--- config.mk ---
export PLATFORM = sky130hd
export DESIGN_NAME = mario_sprite_addr
export DESIGN_NICKNAME = d
export VERILOG_FILES = /design/src/rtl/mario_pkg.sv /design/src/rtl/mario_anim_fsm.sv /design/src/rtl/mario_sprite_addr.sv
export SDC_FILE = /design/constraint.sdc
export NUM_CORES = 1
export LEC_CHECK = 0
export CAP_MARGIN = 5
export CORE_UTILIZATION = 30
export DETAILED_ROUTE_END_ITERATION = 10
export MAX_ROUTING_LAYER = met4
export PLACE_DENSITY = 0.56
export SYNTH_ARGS = -nofsm -noshare
export SYNTH_HDL_FRONTEND = slang
export SYNTH_SLANG_ARGS = --single-unit
--- constraint.sdc ---
create_clock -name pixel_clk_in -period 2.61 [get_ports pixel_clk_in]
set_input_delay 0.261 -clock pixel_clk_in [delete_from_list [all_inputs] [get_ports pixel_clk_in]]
set_output_delay 0.261 -clock pixel_clk_in [all_outputs]
set_load 0.03 [all_outputs]
--- src/rtl/mario_pkg.sv ---
// Shared types and constants for the Mario sprite renderer front end.
package mario_pkg;

    typedef enum logic [1:0] {STAND, WALK, JUMP, DEAD} anim_state_t;

    localparam logic [2:0] FRAME_STAND = 3'd0;
    localparam logic [2:0] FRAME_WALK0 = 3'd1;
    localparam logic [2:0] FRAME_JUMP  = 3'd4;
    localparam logic [2:0] FRAME_DEAD  = 3'd5;

    localparam int SPRITE_W    = 16;
    localparam int SPRITE_H    = 32;
    localparam int FRAME_WORDS = 512;

    // ROM word address of a texel: frames are stacked, rows are SPRITE_W words wide.
    function automatic logic [11:0] sprite_addr(input logic [2:0] frame,
                                                input logic [4:0] row,
                                                input logic [3:0] col);
        return 12'(int'(frame) * FRAME_WORDS + int'(row) * SPRITE_W + int'(col));
    endfunction

endpackage

--- src/rtl/mario_anim_fsm.sv ---
// Animation state machine: picks the displayed frame once per video frame tick.
module mario_anim_fsm #(
    parameter int WALK_PERIOD = 6
) (
    input  logic       pixel_clk_in,
    input  logic       rst_in,
    input  logic       frame_tick_in,
    input  logic       moving_in,
    input  logic       airborne_in,
    input  logic       dead_in,
    output logic [2:0] frame_idx_out
);
    import mario_pkg::*;

    localparam logic [5:0] WALK_LAST  = 6'(WALK_PERIOD - 1);
    localparam logic [2:0] WALK_FINAL = FRAME_WALK0 + 3'd2;

    anim_state_t state, state_nx;
    logic [5:0]  step_cnt, step_cnt_nx;
    logic [2:0]  phase, phase_nx;
    logic [2:0]  frame_nx;

    always_ff @(posedge pixel_clk_in) begin
        if (rst_in) begin
            state         <= STAND;
            step_cnt      <= '0;
            phase         <= FRAME_WALK0;
            frame_idx_out <= FRAME_STAND;
        end else begin
            state         <= state_nx;
            step_cnt      <= step_cnt_nx;
            phase         <= phase_nx;
            frame_idx_out <= frame_nx;
        end
    end

    always_comb begin
        state_nx    = state;
        step_cnt_nx = step_cnt;
        phase_nx    = phase;
        frame_nx    = frame_idx_out;
        if (frame_tick_in) begin
            if (state == DEAD || dead_in) state_nx = DEAD;
            else if (airborne_in)         state_nx = JUMP;
            else if (moving_in)           state_nx = WALK;
            else                          state_nx = STAND;

            // Walk cycle restarts from its first frame on every entry.
            if (state_nx != WALK || state != WALK) begin
                step_cnt_nx = '0;
                phase_nx    = FRAME_WALK0;
            end else if (step_cnt == WALK_LAST) begin
                step_cnt_nx = '0;
                phase_nx    = (phase == WALK_FINAL) ? FRAME_WALK0 : phase + 3'd1;
            end else begin
                step_cnt_nx = step_cnt + 6'd1;
            end

            case (state_nx)
                WALK:    frame_nx = phase_nx;
                JUMP:    frame_nx = FRAME_JUMP;
                DEAD:    frame_nx = FRAME_DEAD;
                default: frame_nx = FRAME_STAND;
            endcase
        end
    end

endmodule

--- src/rtl/mario_sprite_addr.sv ---
// Mario sprite box test and ROM addressing; mirroring is built when MARIO_FLIP_EN is defined.
module mario_sprite_addr #(
    parameter int SCALE_LOG2  = 1,
    parameter int WALK_PERIOD = 6,
    parameter int INIT_X      = 100,
    parameter int INIT_Y      = 400
) (
    input  logic        pixel_clk_in,
    input  logic        rst_in,
    input  logic [10:0] hcount_in,
    input  logic [9:0]  vcount_in,
    input  logic        frame_tick_in,
    input  logic [10:0] mario_x_in,
    input  logic [9:0]  mario_y_in,
    input  logic        moving_in,
    input  logic        facing_left_in,
    input  logic        airborne_in,
    input  logic        dead_in,
    output logic [11:0] image_addr_out,
    output logic        in_sprite_out,
    output logic [2:0]  frame_idx_out
);
    import mario_pkg::*;

    logic [10:0] x_q;
    logic [9:0]  y_q;
    logic [2:0]  frame_idx;

    mario_anim_fsm #(.WALK_PERIOD(WALK_PERIOD)) u_anim (
        .pixel_clk_in  (pixel_clk_in),
        .rst_in        (rst_in),
        .frame_tick_in (frame_tick_in),
        .moving_in     (moving_in),
        .airborne_in   (airborne_in),
        .dead_in       (dead_in),
        .frame_idx_out (frame_idx)
    );

    // Position is only sampled at the frame tick so the box never moves mid-frame.
    always_ff @(posedge pixel_clk_in) begin
        if (rst_in) begin
            x_q <= 11'(INIT_X);
            y_q <= 10'(INIT_Y);
        end else if (frame_tick_in) begin
            x_q <= mario_x_in;
            y_q <= mario_y_in;
        end
    end

    // ---- p0: box test and texel coordinates ----
    logic [11:0] dx_p0, dy_p0, colf_p0, rowf_p0;
    logic [3:0]  col_p0;
    logic [4:0]  row_p0;
    logic        hit_p0;

    always_comb begin
        dx_p0   = {1'b0, hcount_in} - {1'b0, x_q};
        dy_p0   = {2'b0, vcount_in} - {2'b0, y_q};
        colf_p0 = dx_p0 >> SCALE_LOG2;
        rowf_p0 = dy_p0 >> SCALE_LOG2;
        // Bit 11 is the borrow: the pixel lies left of / above the box.
        hit_p0  = !dx_p0[11] && (colf_p0 < 12'(SPRITE_W)) &&
                  !dy_p0[11] && (rowf_p0 < 12'(SPRITE_H));
        row_p0  = rowf_p0[4:0];
    end

`ifdef MARIO_FLIP_EN
    logic facing_q;

    always_ff @(posedge pixel_clk_in) begin
        if (rst_in)             facing_q <= 1'b0;
        else if (frame_tick_in) facing_q <= facing_left_in;
    end

    assign col_p0 = facing_q ? 4'd15 - colf_p0[3:0] : colf_p0[3:0];
`else
    logic unused_facing;
    assign unused_facing = facing_left_in;
    assign col_p0        = colf_p0[3:0];
`endif

    // ---- p1: registered outputs ----
    logic [11:0] addr_p1;
    logic        hit_p1;

    always_ff @(posedge pixel_clk_in) begin
        if (rst_in) begin
            addr_p1 <= '0;
            hit_p1  <= 1'b0;
        end else begin
            hit_p1  <= hit_p0;
            addr_p1 <= hit_p0 ? sprite_addr(frame_idx, row_p0, col_p0) : 12'd0;
        end
    end

    assign image_addr_out = addr_p1;
    assign in_sprite_out  = hit_p1;
    assign frame_idx_out  = frame_idx;

endmodule

# --- Yosys cells after proc, flatten, opt, wreduce, memory -nomap -nowiden ---
# Cells that the tools add are included.
classes:
  n_addsub: 6
  multipliers: 0
  div_mod_pow: 0
  magnitude_cmp: 2
  n_eq_ne: 8
  n_shift: 0
  muxes: 10
  bitwise_logic: 1
  n_reduce_logical: 8
op_table:
  columns: ["cell", "n"]
  rows:
  - ["adder 12 x 4 -> 12 bit", 1]
  - ["adder 12 x 9 -> 12 bit", 1]
  - ["2-to-1 mux 6 bit", 2]
  - ["subtractor 11 x 11 -> 12 bit", 1]
  - ["less-than comparator 11 x 5 -> 1 bit (second input constant)", 1]
  - ["less-than comparator 11 x 6 -> 1 bit (second input constant)", 1]
  - ["subtractor 10 x 10 -> 11 bit", 1]
  - ["2-to-1 mux 3 bit", 3]
  - ["one-hot mux 3 bit (3 select lines)", 1]
  - ["adder 6 x 1 -> 6 bit (second input constant)", 1]
  - ["== test 2 bit (second input constant)", 3]
  - ["== test 6 x 3 -> 1 bit (second input constant)", 1]
  - ["2-to-1 mux 2 bit", 3]
  - ["!= test 2 x 1 -> 1 bit (second input constant)", 2]
  - ["adder 3 x 1 -> 3 bit (second input constant)", 1]
  - ["== test 3 x 2 -> 1 bit (second input constant)", 1]
  - ["logical AND 1 bit", 3]
  - ["== test 2 x 1 -> 1 bit (second input constant)", 1]
  - ["zero test 1 bit", 2]
  - ["logical OR 1 bit", 2]
  - ["OR reduction 2 bit", 1]
  - ["2-to-1 mux 1 bit", 1]
  - ["inverter 1 bit", 1]
word_totals:
  ff_bits: 48
  latchBits: 0
  ramBits: 0
  mem_bits_ro: 0
  input_bits: 49
  elab_cells: 43
  n_memories: 0

# --- Longest topological paths before layout ---
logic_depth:
  ltp_word: 8
  ltp_mapped: 10
  ltp_nobuf: 8

# --- Hierarchy ---
# From an unflattened synthesis, not the netlist that was laid out.
unflattened:
  cells_unflattened: 308
  area_unflattened_um2: 2691.3
by_module_without_submodules:
  columns: ["module", "n_inst", "cells_per_inst", "area_each_um2", "seq_area_each_um2"]
  rows:
  - ["mario_sprite_addr", 1, 232, 2009.4, 680.7]
  - ["mario_anim_fsm", 1, 76, 681.9, 280.3]

# --- Least setup slack after synthesis ---
# OpenSTA, ideal clock, no wires.
synth_timing:
  path_type: "reg2reg"
  startpoint: "register x_q[4]"
  endpoint: "register addr_p1[1], in the netlist image_addr_out[1]"
  setup_ps: 89
  arrival_time_ps: 2133
  required_time_ps: 2521
  setup_slack_ps: 388
  stages_incl_launch_ff: 10
  path_buffers: 1
  cell_sequence: "dfxtp_1 -> inv_1 -> ha_1 -> a21o_1 -> a21o_1 -> or3_1 -> a21oi_1 -> nand4_1 -> clkbuf_1 -> nor4_2"
synth_between:
  elab_chain_len: 7
  elab_cells_between_ends: 8
synth_lines:
  columns: ["item", "line", "text"]
  rows:
  - ["start: declaration", "mario_sprite_addr.sv:25", "logic [10:0] x_q;"]
  - ["start signal: assignment", "mario_sprite_addr.sv:42", "x_q <= 11'(INIT_X);"]
  - ["start signal: assignment", "mario_sprite_addr.sv:45", "x_q <= mario_x_in;"]
  - ["subtractor 11 x 11 -> 12 bit *", "mario_sprite_addr.sv:57", "dx_p0 = {1'b0, hcount_in} - {1'b0, x_q};"]
  - ["less-than comparator 11 x 5 -> 1 bit / zero test 1 bit (equally long branches)", "mario_sprite_addr.sv:62", "hit_p0 = !dx_p0[11] && (colf_p0 < 12'(SPRITE_W)) &&"]
  - ["logical AND 1 bit * (2 in a row)", "mario_sprite_addr.sv:62", null]
  - ["logical AND 1 bit *", "mario_sprite_addr.sv:63", "!dy_p0[11] && (rowf_p0 < 12'(SPRITE_H));"]
  - ["inverter 1 bit (no source line) *", null, null]
  - ["OR reduction 2 bit (no source line) *", null, null]
  - ["end signal: assignment", "mario_sprite_addr.sv:92", "addr_p1 <= hit_p0 ? sprite_addr(frame_idx, row_p0, col_p0) : 12'd0;"]
  - ["end: declaration", "mario_sprite_addr.sv:83", "logic [11:0] addr_p1;"]
# Every way passes the cells marked *; elsewhere a longest branch is shown, timed or not.
# A chain may end at the register's enable or synchronous reset.

# --- Worst setup path in the final report ---
layout_timing:
  startpoint: "input vcount_in[1]"
  endpoint: "register addr_p1[11], in the netlist image_addr_out[11]"
layout_between:
  elab_chain_len: 6
  elab_cells_between_ends: 9
layout_lines:
  columns: ["item", "line", "text"]
  rows:
  - ["start: declaration", "mario_sprite_addr.sv:11", "input logic [9:0] vcount_in,"]
  - ["subtractor 10 x 10 -> 11 bit *", "mario_sprite_addr.sv:58", "dy_p0 = {2'b0, vcount_in} - {2'b0, y_q};"]
  - ["branches (longest 5 deep; another with adder 12 x 9 -> 12 bit)", null, null]
# Mark *: on every way between the ends.

==> impl_metrics.toml <==
[sta]
worst_pin_slew_ps = 424
max_slew_margin_pct = 71.5
setup_viol = 0
finalCriticalPeriod_ps = 2420
clock.fmax_mhz = 414
fin_crit_sh_pct = 92.6
finalMaxSlewViolations = 0
clock-skew-final_ps = 5.04
finalHoldViolCount = 0

[place]
place_area_sq_mm = 0.00390
portBuffers = 63
post-dp-hpwl_um = 5690
dp.cells = 549
place.gp.congestion = 0.903

[clock_network]
ctsHoldBuffers = 0
cts_tree = "yes"
clockRootBuffer = "clkbuf_8"
cts_buffers = 5
clkSinkCount = 48
clkLatencyLatePin_ps = 290
cts.path.max_buffers = 2
clk_transition_reported_paths_ps = 90
h-tree-depth = 2

[critical_path]
arrival_ps = 2620
start_kind = "input port"
path_max_fanout = 8
r2r_cells = 10
required_ps = 2820
r2r_start = "y_q[2]$_SDFFE_PP0P_"
crit_end = "image_addr_out[11]$_SDFF_PP0_"
crit_path_start = "vcount_in[1]"
r2r-end = "image_addr_out[11]$_SDFF_PP0_"
worstSetupPathType = "in -> reg"
end_kind = "flip-flop"
r2r_setup_slack_ps = 240

[global_route]
gr-total-overflow = 0
grt_pass1_wl_um = 11600
grt_antenna_before_repair = 0
grt.total_usage_pct = 14.7
grt_max_degree = 25
grt_pass1_vias = 2551

[die]
dieHeight_um = 101
die_w_um = 101
start_util_pct = 31.4
dieArea_sq_mm = 0.0103
rows = 35
core_area_sq_mm = 0.00942
num_io_pins = 65

[yosys]
syn-mean-instance-area_sq_um = 8.61
ys_seq_elements = 48
yosys.area.top_type = "dfxtp_1"
synth_nets = 417
synth.cell_area_sq_mm = 0.00296
synth_area_leaders = "dfxtp_1, ha_1, mux2i_1, nor2_1, a21oi_1"
synth_edf_count = 0
ys_types = 58
async_reset_ff_share_pct = 0
yosysWarnings = 0
seq_area_frac_synth_pct = 32.5
synth_top_area_share_pct = 32.5
netlist_instances = 344
synth-main-ff-cell = "dfxtp_1"

[run_status]
outcome = "finished, final reports clean"

[drt]
routed-via-count = 2672
wl_per_cell_um = 12.8
ant_nets = 0
routed_via_density = 4.79
dr.pass1.iters = 4
wl_um = 7140
drt_iter0_markers = 116
drc = 0

[run]
cap_violations = 0

[layout]
fin_cells = 558
final_common_cell = "clkdlybuf4s50_1"
syn2layout_area_growth_pct = 36.1
final_cell_mix = "clkdlybuf4s50_1, dfxtp_1, nor2_1, inv_1, a21oi_1"
drive_gt1_share_pct = 12.6
diodes = 0
nNetsFinal = 501
fin_area_sq_mm = 0.00403

[power]
leakage_uw = 0.00166
max-vdd-ir-drop_mv = 0.310
cellPowerDensity_mw_per_mm2 = 462

[worst_hold_path]
hp-class = "reg -> reg"
==> Yosys cell counts (8+ instances only) <==
cell and count:
inv_1 29, nor2_1 39, xor2_1 8, nor4_2 9, nand2_1 19, mux2i_1 20, dfxtp_1 48, o211ai_1 8
a21oi_1 29, o21ai_0 12, clkbuf_1 9, ha_1 22
==> sequential cells by signal (all words and copies together), names as in the netlist <==
| register | count |
|---|---|
| image_addr_out | 12 |
| x_q | 11 |
| y_q | 10 |
| u_anim.step_cnt | 6 |
| u_anim.frame_idx_out | 3 |
| u_anim.phase | 3 |
| u_anim.state | 2 |
| in_sprite_out | 1 |
==> power by group <==
group / switching, uW / internal (uW) / total (uW)
Combinational: 281 / 279 / 560
Sequential: 13.1 / 756 / 769
Clock: 247 / 285 / 532
==> how the worst min path moves through the flow <==
stage                                              start                            to  slack [ps]  cells after the start
floorplan                                  mario_x_in[2]           x_q[2]$_SDFFE_PP1P_         390                      2
global placement                     x_q[0]$_SDFFE_PP0P_           x_q[0]$_SDFFE_PP0P_         470                      2
detailed placement                   x_q[0]$_SDFFE_PP0P_           x_q[0]$_SDFFE_PP0P_         470                      2
CTS                                  x_q[6]$_SDFFE_PP1P_           x_q[6]$_SDFFE_PP1P_         490                      2
global route        u_anim.frame_idx_out[0]$_SDFFE_PP0P_  image_addr_out[9]$_SDFF_PP0_         500                      2
finish                               x_q[6]$_SDFFE_PP1P_           x_q[6]$_SDFFE_PP1P_         490                      2
==> routing by layer <==
metal	up-vias	track usage [%]	wire (um)
li1	1386	-	-
met1	1220	18.4	3450
met2	62	24.3	3320
met3	4	2.76	341
met4	0	3.79	30
met5	-	-	0
==> critical path, stage by stage <==
cell             delay, ps
clkdlybuf4s50_1        490
inv_1                   60
fa_1                   460
nor2b_2                160
o31a_1                 180
nor2_1                  80
a2111oi_4              300
nand4_2                150
buf_4                  210
nor4_2                 250
==> per-stage QoR <==
step | worst slack, ps | utilization, % | total power, uW | hold slack [ps] | setup TNS (ps)
floorplan | 388 | - | 1130 | 391 | 0
global placement | -118 | 41.4 | 1330 | 467 | -1230
detailed placement | -148 | 41.4 | 1340 | 473 | -1610
CTS | 154 | 42.5 | 1880 | 493 | 0
global route | -19.2 | 42.8 | 1970 | 502 | -19.2
finish | 194 | 42.8 | 1860 | 488 | 0
==> cell type report <==
class | count | area [sq um]
multi-input cells | 252 | 1830
flip-flops and latches | 48 | 961
clock inverters | 2 | 35.0
fillers | 948 | 5390
well taps | 129 | 161
inverters | 30 | 113
clock buffers | 6 | 72.6
repair buffers | 91 | 853
==> cells by family after synthesis <==
kind of cell               synth area share (%)
and+or+nand+nor                            21.1
AOI/OAI and AO/OA                          19.2
DFF                                        32.5
buffers and inverters                      6.17
adders and majority gates                  10.7
muxes                                      7.14
xor gates and xnor gates                   3.25
==> what timing repair did <==
item	in CTS	in global routing
gates resized for setup	0	3
endpoints found under the setup margin	0	9
buffers inserted	0	1
No activity file was read; power rests on OpenSTA's default activity.
